## config.mk

```make
export PLATFORM = sky130hd
export DESIGN_NAME = rrat_freelist
export DESIGN_NICKNAME = d
export VERILOG_FILES = /design/src/rtl/rrat_freelist.sv
export SDC_FILE = /design/constraint.sdc
export NUM_CORES = 1
export LEC_CHECK = 0
export ABC_CLOCK_PERIOD_IN_PS = 3800
export CORE_MARGIN = 2
export CORE_UTILIZATION = 35
export DETAILED_ROUTE_END_ITERATION = 7
export SLEW_MARGIN = 20
export SYNTH_ARGS = -nofsm -noshare
export SYNTH_HDL_FRONTEND = slang
export SYNTH_SLANG_ARGS = --single-unit
```

## constraint.sdc

```tcl
create_clock -name clk -period 3.8 [get_ports clk]
set_input_delay 0.76 -clock clk [delete_from_list [all_inputs] [get_ports clk]]
set_output_delay 0.76 -clock clk [all_outputs]
set_load 0.01 [all_outputs]
```

## src/rtl/rrat_freelist.sv

```systemverilog
// Retirement RAT plus physical-register free list. Commits update the
// architectural map and recycle displaced tags; rename pops tags speculatively.
module rrat_freelist #(
    parameter int NUM_ARCH = 32,
    parameter int NUM_PHYS = 64,
    parameter int PTAG_W   = 6,
    parameter int FL_DEPTH = NUM_PHYS - NUM_ARCH
) (
    input  logic                       clk,
    input  logic                       reset,
    input  logic                       stall,
    input  logic                       flush,
    input  logic                       alloc_req,
    output logic                       alloc_valid,
    output logic [PTAG_W-1:0]          alloc_preg,
    input  logic                       newMap_flag_rrat,
    input  logic [$clog2(NUM_ARCH)-1:0] reg2map_rrat,
    input  logic [PTAG_W-1:0]          newMap_rrat,
    output logic [NUM_ARCH*PTAG_W-1:0] rrat_map,
    output logic [PTAG_W-1:0]          free_count,
    output logic                       commit_order_err
);

    localparam int IDX_W = $clog2(FL_DEPTH);
    localparam int PTR_W = IDX_W + 1;

    logic [PTAG_W-1:0] map_q [NUM_ARCH];
    logic [PTAG_W-1:0] fl_q  [FL_DEPTH];

    logic [PTR_W-1:0] spec_head_q, spec_head_d;
    logic [PTR_W-1:0] ret_head_q,  ret_head_d;
    logic [PTR_W-1:0] tail_q,      tail_d;
    logic             err_q,       err_d;

    logic              commit_act;
    logic              alloc_fire;
    logic [PTR_W-1:0]  count;
    logic [PTAG_W-1:0] old_tag;

    assign count       = tail_q - spec_head_q;
    assign alloc_valid = (count != '0);
    assign alloc_preg  = fl_q[spec_head_q[IDX_W-1:0]];
    assign free_count  = PTAG_W'(count);

    assign commit_act  = newMap_flag_rrat && (reg2map_rrat != '0);
    assign alloc_fire  = alloc_req && alloc_valid && !stall && !flush;
    assign old_tag     = map_q[reg2map_rrat];

    assign commit_order_err = err_q;

    for (genvar gi = 0; gi < NUM_ARCH; gi++) begin : g_map_out
        assign rrat_map[gi*PTAG_W +: PTAG_W] = map_q[gi];
    end

    always_comb begin
        ret_head_d  = ret_head_q;
        tail_d      = tail_q;
        err_d       = err_q;
        spec_head_d = spec_head_q;
        if (commit_act) begin
            ret_head_d = ret_head_q + PTR_W'(1);
            tail_d     = tail_q + PTR_W'(1);
            if (newMap_rrat != fl_q[ret_head_q[IDX_W-1:0]]) begin
                err_d = 1'b1;
            end
        end
        // Flush rewinds to the committed head, after any same-cycle commit.
        if (flush) begin
            spec_head_d = ret_head_d;
        end else if (alloc_fire) begin
            spec_head_d = spec_head_q + PTR_W'(1);
        end
    end

    always_ff @(posedge clk) begin
        if (reset) begin
            for (int i = 0; i < NUM_ARCH; i++) begin
                map_q[i] <= PTAG_W'(i);
            end
            for (int k = 0; k < FL_DEPTH; k++) begin
                fl_q[k] <= PTAG_W'(NUM_ARCH + k);
            end
            spec_head_q <= '0;
            ret_head_q  <= '0;
            // Index 0 with the wrap bit set: the list starts full.
            tail_q      <= PTR_W'(FL_DEPTH);
            err_q       <= 1'b0;
        end else begin
            if (commit_act) begin
                map_q[reg2map_rrat]        <= newMap_rrat;
                fl_q[tail_q[IDX_W-1:0]]    <= old_tag;
            end
            spec_head_q <= spec_head_d;
            ret_head_q  <= ret_head_d;
            tail_q      <= tail_d;
            err_q       <= err_d;
        end
    end

endmodule

```

# After elaboration in Yosys (flattened, before gate mapping)
# Memories as Yosys holds them, arrays and structs flattened. A register that Yosys moved wholly into a read port is not among the register bits.
# Cells that the tools add are included.
[totals]
regBits = 19
latchBits = 0
ramBits = 384
mem_bits_ro = 0
inputBits = 17
mem_count = 2
[classes]
add_sub_neg = 4
n_mul = 0
div_mod_pow = 0
magnitude_cmp = 0
n_eq_ne = 1
n_shift = 0
n_mux = 17
n_bitwise = 0
reduce_logical = 12
[mem_list]
columns = ["memory", "words", "word_bits", "rd", "rd_clocked_by_memory_dff", "write_ports", "line_no", "text"]
rows = [
  ["fl_q", 32, 6, 2, 2, 32, "28", "logic [PTAG_W-1:0] fl_q [FL_DEPTH];"],
  ["map_q", 32, 6, 33, 0, 32, "27", "logic [PTAG_W-1:0] map_q [NUM_ARCH];"],
]
[ops]
columns = ["op", "count"]
rows = [
  ["2-to-1 mux 6 bit", 5],
  ["2-to-1 mux 5 bit", 5],
  ["adder 6 x 1 -> 6 bit, second input constant", 3],
  ["OR reduction 6 bit", 2],
  ["2-to-1 mux 1 bit", 7],
  ["!= test 6 bit", 1],
  ["nonzero test 6 bit", 1],
  ["subtractor 6 bit", 1],
  ["nonzero test 5 bit", 1],
  ["logical AND 1 bit", 4],
  ["zero test 1 bit", 2],
  ["AND reduction 2 bit", 1],
  ["nonzero test 2 bit", 1],
]

# Logic depth before layout (Yosys ltp)
[logic_depth]
ltp_word = 9
ltp_mapped = 13
ltp_nobuf = 10

# Least setup slack after synthesis
# Ideal clock, no wire load.
[synth_path]
path_type = "register to output"
from = "register with a tool-made name"
to = "output alloc_preg[3]"
arrival_ns = 2.449
slack_ns = 0.591
stages_incl_launch_ff = 6
path_buffers = 2
cell_sequence = "dfxtp_1 buf_1 buf_2 mux4_2 mux4_2 mux2_2"
[synth_lines]
columns = ["item", "line_no", "text"]
rows = [
  ["end: declaration", "15", "output logic [PTAG_W-1:0] alloc_preg,"],
]

==> flow_summary.yaml <==
sta:
  setup-violations-final: 0
  period_needed_ns: 3.755
  final-hold-violation-count: 0
  fmax_mhz: 266.3
  timing.hold.ws_ns: 0.5099
  grt_setup_unrepaired: "yes"
  fin_crit_sh_pct: 98.81
  finClkSkew_ns: 0.02811
  tightest_slew_ns: 0.9274
  relSlewSlack_pct: 37.98
  final_max_slew_viol_count: 0
grt:
  grt_usage_pct: 21.84
  grt_pass1_wl_um: 96820
  grt_pass1_vias: 14370
  globalRouteOverflowTotal: 0
  antenna_found_initial: 0
  grt_max_degree: 54
route:
  vias: 14030
  via_per_inst: 5.540
  dr.pass1.iters: 5
  post_drt_wl_per_cell_um: 26.28
  drtIter0Drc: 1304
  drt-total-wl_um: 66530
  drc: 0
  ant_nets: 0
synthesis:
  ys_ff_latch: 408
  synth-xor-area-share_pct: 0.8489
  syn-instance-count: 1494
  synth_compound_area_share_pct: 2.650
  synth_area_leaders: "edfxtp_1 56%, mux4_2 15%, and2_1 3.5%"
  synth_area_um2: 20630
  yosysUniqueCellTypes: 55
  synth_top_family_by_area: "multiplexers"
  synth_warnings: 0
  yosys.area.top_type: "edfxtp_1"
  synthAdderAreaFrac_pct: 0.7641
  async_reset_ff_share_pct: 0
  syn_avg_cell_area_um2: 13.81
  synth_flop_cell: "edfxtp_1"
  synth_mux_area_share_pct: 19.16
  synth-edff-count: 384
  netlist.area_leader.share_pct: 55.89
  yosys.area_share.simple_pct: 15.34
  ys_seq_area_share_pct: 58.21
cells_and_area:
  diodes: 0
  synthToLayoutAreaGrowth_pct: 24.92
  layout_common_cells: "384 x edfxtp_1, 212 x clkdlybuf4s50_1, 156 x nand2_1"
  nFillCells: 5246
  fin_nets: 1750
  drive_above_1_share_pct: 20.69
  design_area_um2: 25770
  multi_input_area_um2: 8118
  seqCellArea_um2: 12020
  final_common_cell: "edfxtp_1"
run_status:
  outcome: "finished clean"
placement:
  io_buffer_count: 222
  gp_congestion: 0.8753
  place_area_um2: 24020
  dp_hpwl_um: 47490
die:
  die_height_um: 246.8
  placementRows: 89
  coreArea_um2: 58690
  initial_core_util_pct: 35.16
  fp.dieArea_um2: 60910
  die_width_um: 246.8
  io_pins: 223
power_and_ir_drop:
  p_total_mw: 11.71
  power.density_nw_per_um2: 454.3
  ir_drop_uv: 334.3
  p_leak_nw: 8.110
setup_path:
  crit_top_cell: "mux4_2"
  r2r_start: "tail_q[0]$_SDFFE_PP0P_"
  critPathCapture: "alloc_preg[4]"
  r2r_setup_slack_ns: 0.73
  setup.worst_path.end_class: "output pin"
  r2r_cells: 11
  slowest_stage: "mux4_2"
  crit_required_ns: 3.04
  slowest_delay_ns: 0.55
  worstSetupPathType: "reg -> out"
  arrival_ns: 2.99
  path_cells: "buf_4 > mux4_2 > mux4_2 > mux2_2 > dlygate4sd2_1"
  worstPathMaxFanout: 7
  start_kind: "flop"
cts:
  cts_buffers: 46
  numClockSinks: 408
  cts_tree: "built"
  root_buffer: "clkbuf_16"
  clk_latency_ns: 0.59
  clk_pin_slew_ns: 0.06
  clockBufferDepth: 3
  htreeDepth: 2
flow_run:
  cap_violations: 0
hold_path:
  hold_path_class: "reg -> reg"
## worst max-delay path, delay by kind of cell (launching register included)
family / cells / cell delay (ns)
buffers and inverters: 2 / 0.52
DFF: 1 / 0.48
muxes: 3 / 1.40
## state kept, by name, indices dropped and copies added, names as in the netlist, named ones only
signal and flops:
fl_q 192, map_q 192, ret_head_q 6, commit_order_err 1
tail_q 6, spec_head_q 6
## cell families after synthesis
family                   count (synthesis)
buffers and inverters                  140
flip-flops                             408
AND/OR/NAND/NOR                        631
other                                    1
AO/OA/AOI/OAI                           79
adder cells (fa/ha/maj)                 12
multiplexers                           203
XOR/XNOR                                20
## report_power, final
| part | internal [mW] | switching [mW] | total [mW] |
|---|---|---|---|
| clock | 2.85 | 1.92 | 4.77 |
| combinational | 0.778 | 0.934 | 1.71 |
| sequential | 5.08 | 0.152 | 5.23 |
| total | 8.70 | 3.01 | 11.7 |
## Yosys cell counts (all sizes together) (24+ instances only)
cell type / count
nand2b: 28
mux2i: 47
clkbuf: 80
or2: 44
dfxtp: 24
mux4: 150
and2: 118
edfxtp: 384
nand2: 156
buf: 46
nor2: 151
or3: 84
## per-stage QoR
step           setup TNS (ns)  std cells  setup slack (ns)  utilization, %
6_report                    0       2532           0.04507           43.92
5_1_grt              -0.02370       2532          -0.02370           43.92
4_1_cts                     0       2530          0.002370           43.84
3_5_place_dp           -1.549       2436           -0.1039           40.93
3_3_place_gp           -1.683       2436          -0.08130           40.93
2_1_floorplan               0       1499            0.5910               -
## routing by layer
metal / track usage (%) / wire length (um) / vias to the layer above
met5: 0 / 0 / -
met4: 7.353 / 2210 / 0
met3: 6.512 / 6842 / 126
met2: 36.17 / 32550 / 741
met1: 27.29 / 24930 / 7092
li1: - / - / 6069
## layout make-up
cell class | instances | area share, %
clock buffers | 54 | 4.704
multi-input cells | 951 | 31.50
repair buffers | 300 | 11.67
flip-flops and latches | 408 | 46.65
well taps | 773 | 3.752
clock inverters | 32 | 1.529
inverters | 14 | 0.2039
## worst min-delay path by stage
| stage | startpoint | cells past startpoint | endpoint | slack [ns] |
|---|---|---|---|---|
| finish | ret_head_q[5]$_SDFF_PP0_ | 2 | ret_head_q[5]$_SDFF_PP0_ | 0.51 |
| global route | commit_order_err$_SDFFE_PP0P_ | 2 | commit_order_err$_SDFFE_PP0P_ | 0.54 |
| CTS | ret_head_q[5]$_SDFF_PP0_ | 2 | ret_head_q[5]$_SDFF_PP0_ | 0.52 |
| detailed placement | ret_head_q[5]$_SDFF_PP0_ | 2 | ret_head_q[5]$_SDFF_PP0_ | 0.50 |
| global placement | ret_head_q[5]$_SDFF_PP0_ | 2 | ret_head_q[5]$_SDFF_PP0_ | 0.50 |
| floorplan | ret_head_q[5]$_SDFF_PP0_ | 2 | ret_head_q[5]$_SDFF_PP0_ | 0.48 |
## what timing repair did
item / 4_1_cts / 5_1_grt
buffers inserted: 7 / 1
gates cloned: 1 / 1
setup endpoints to repair: 8 / 3
gates resized for setup: 17 / 6
hold buffers: 0 / 0
No activity file was read; power rests on OpenSTA's default activity.
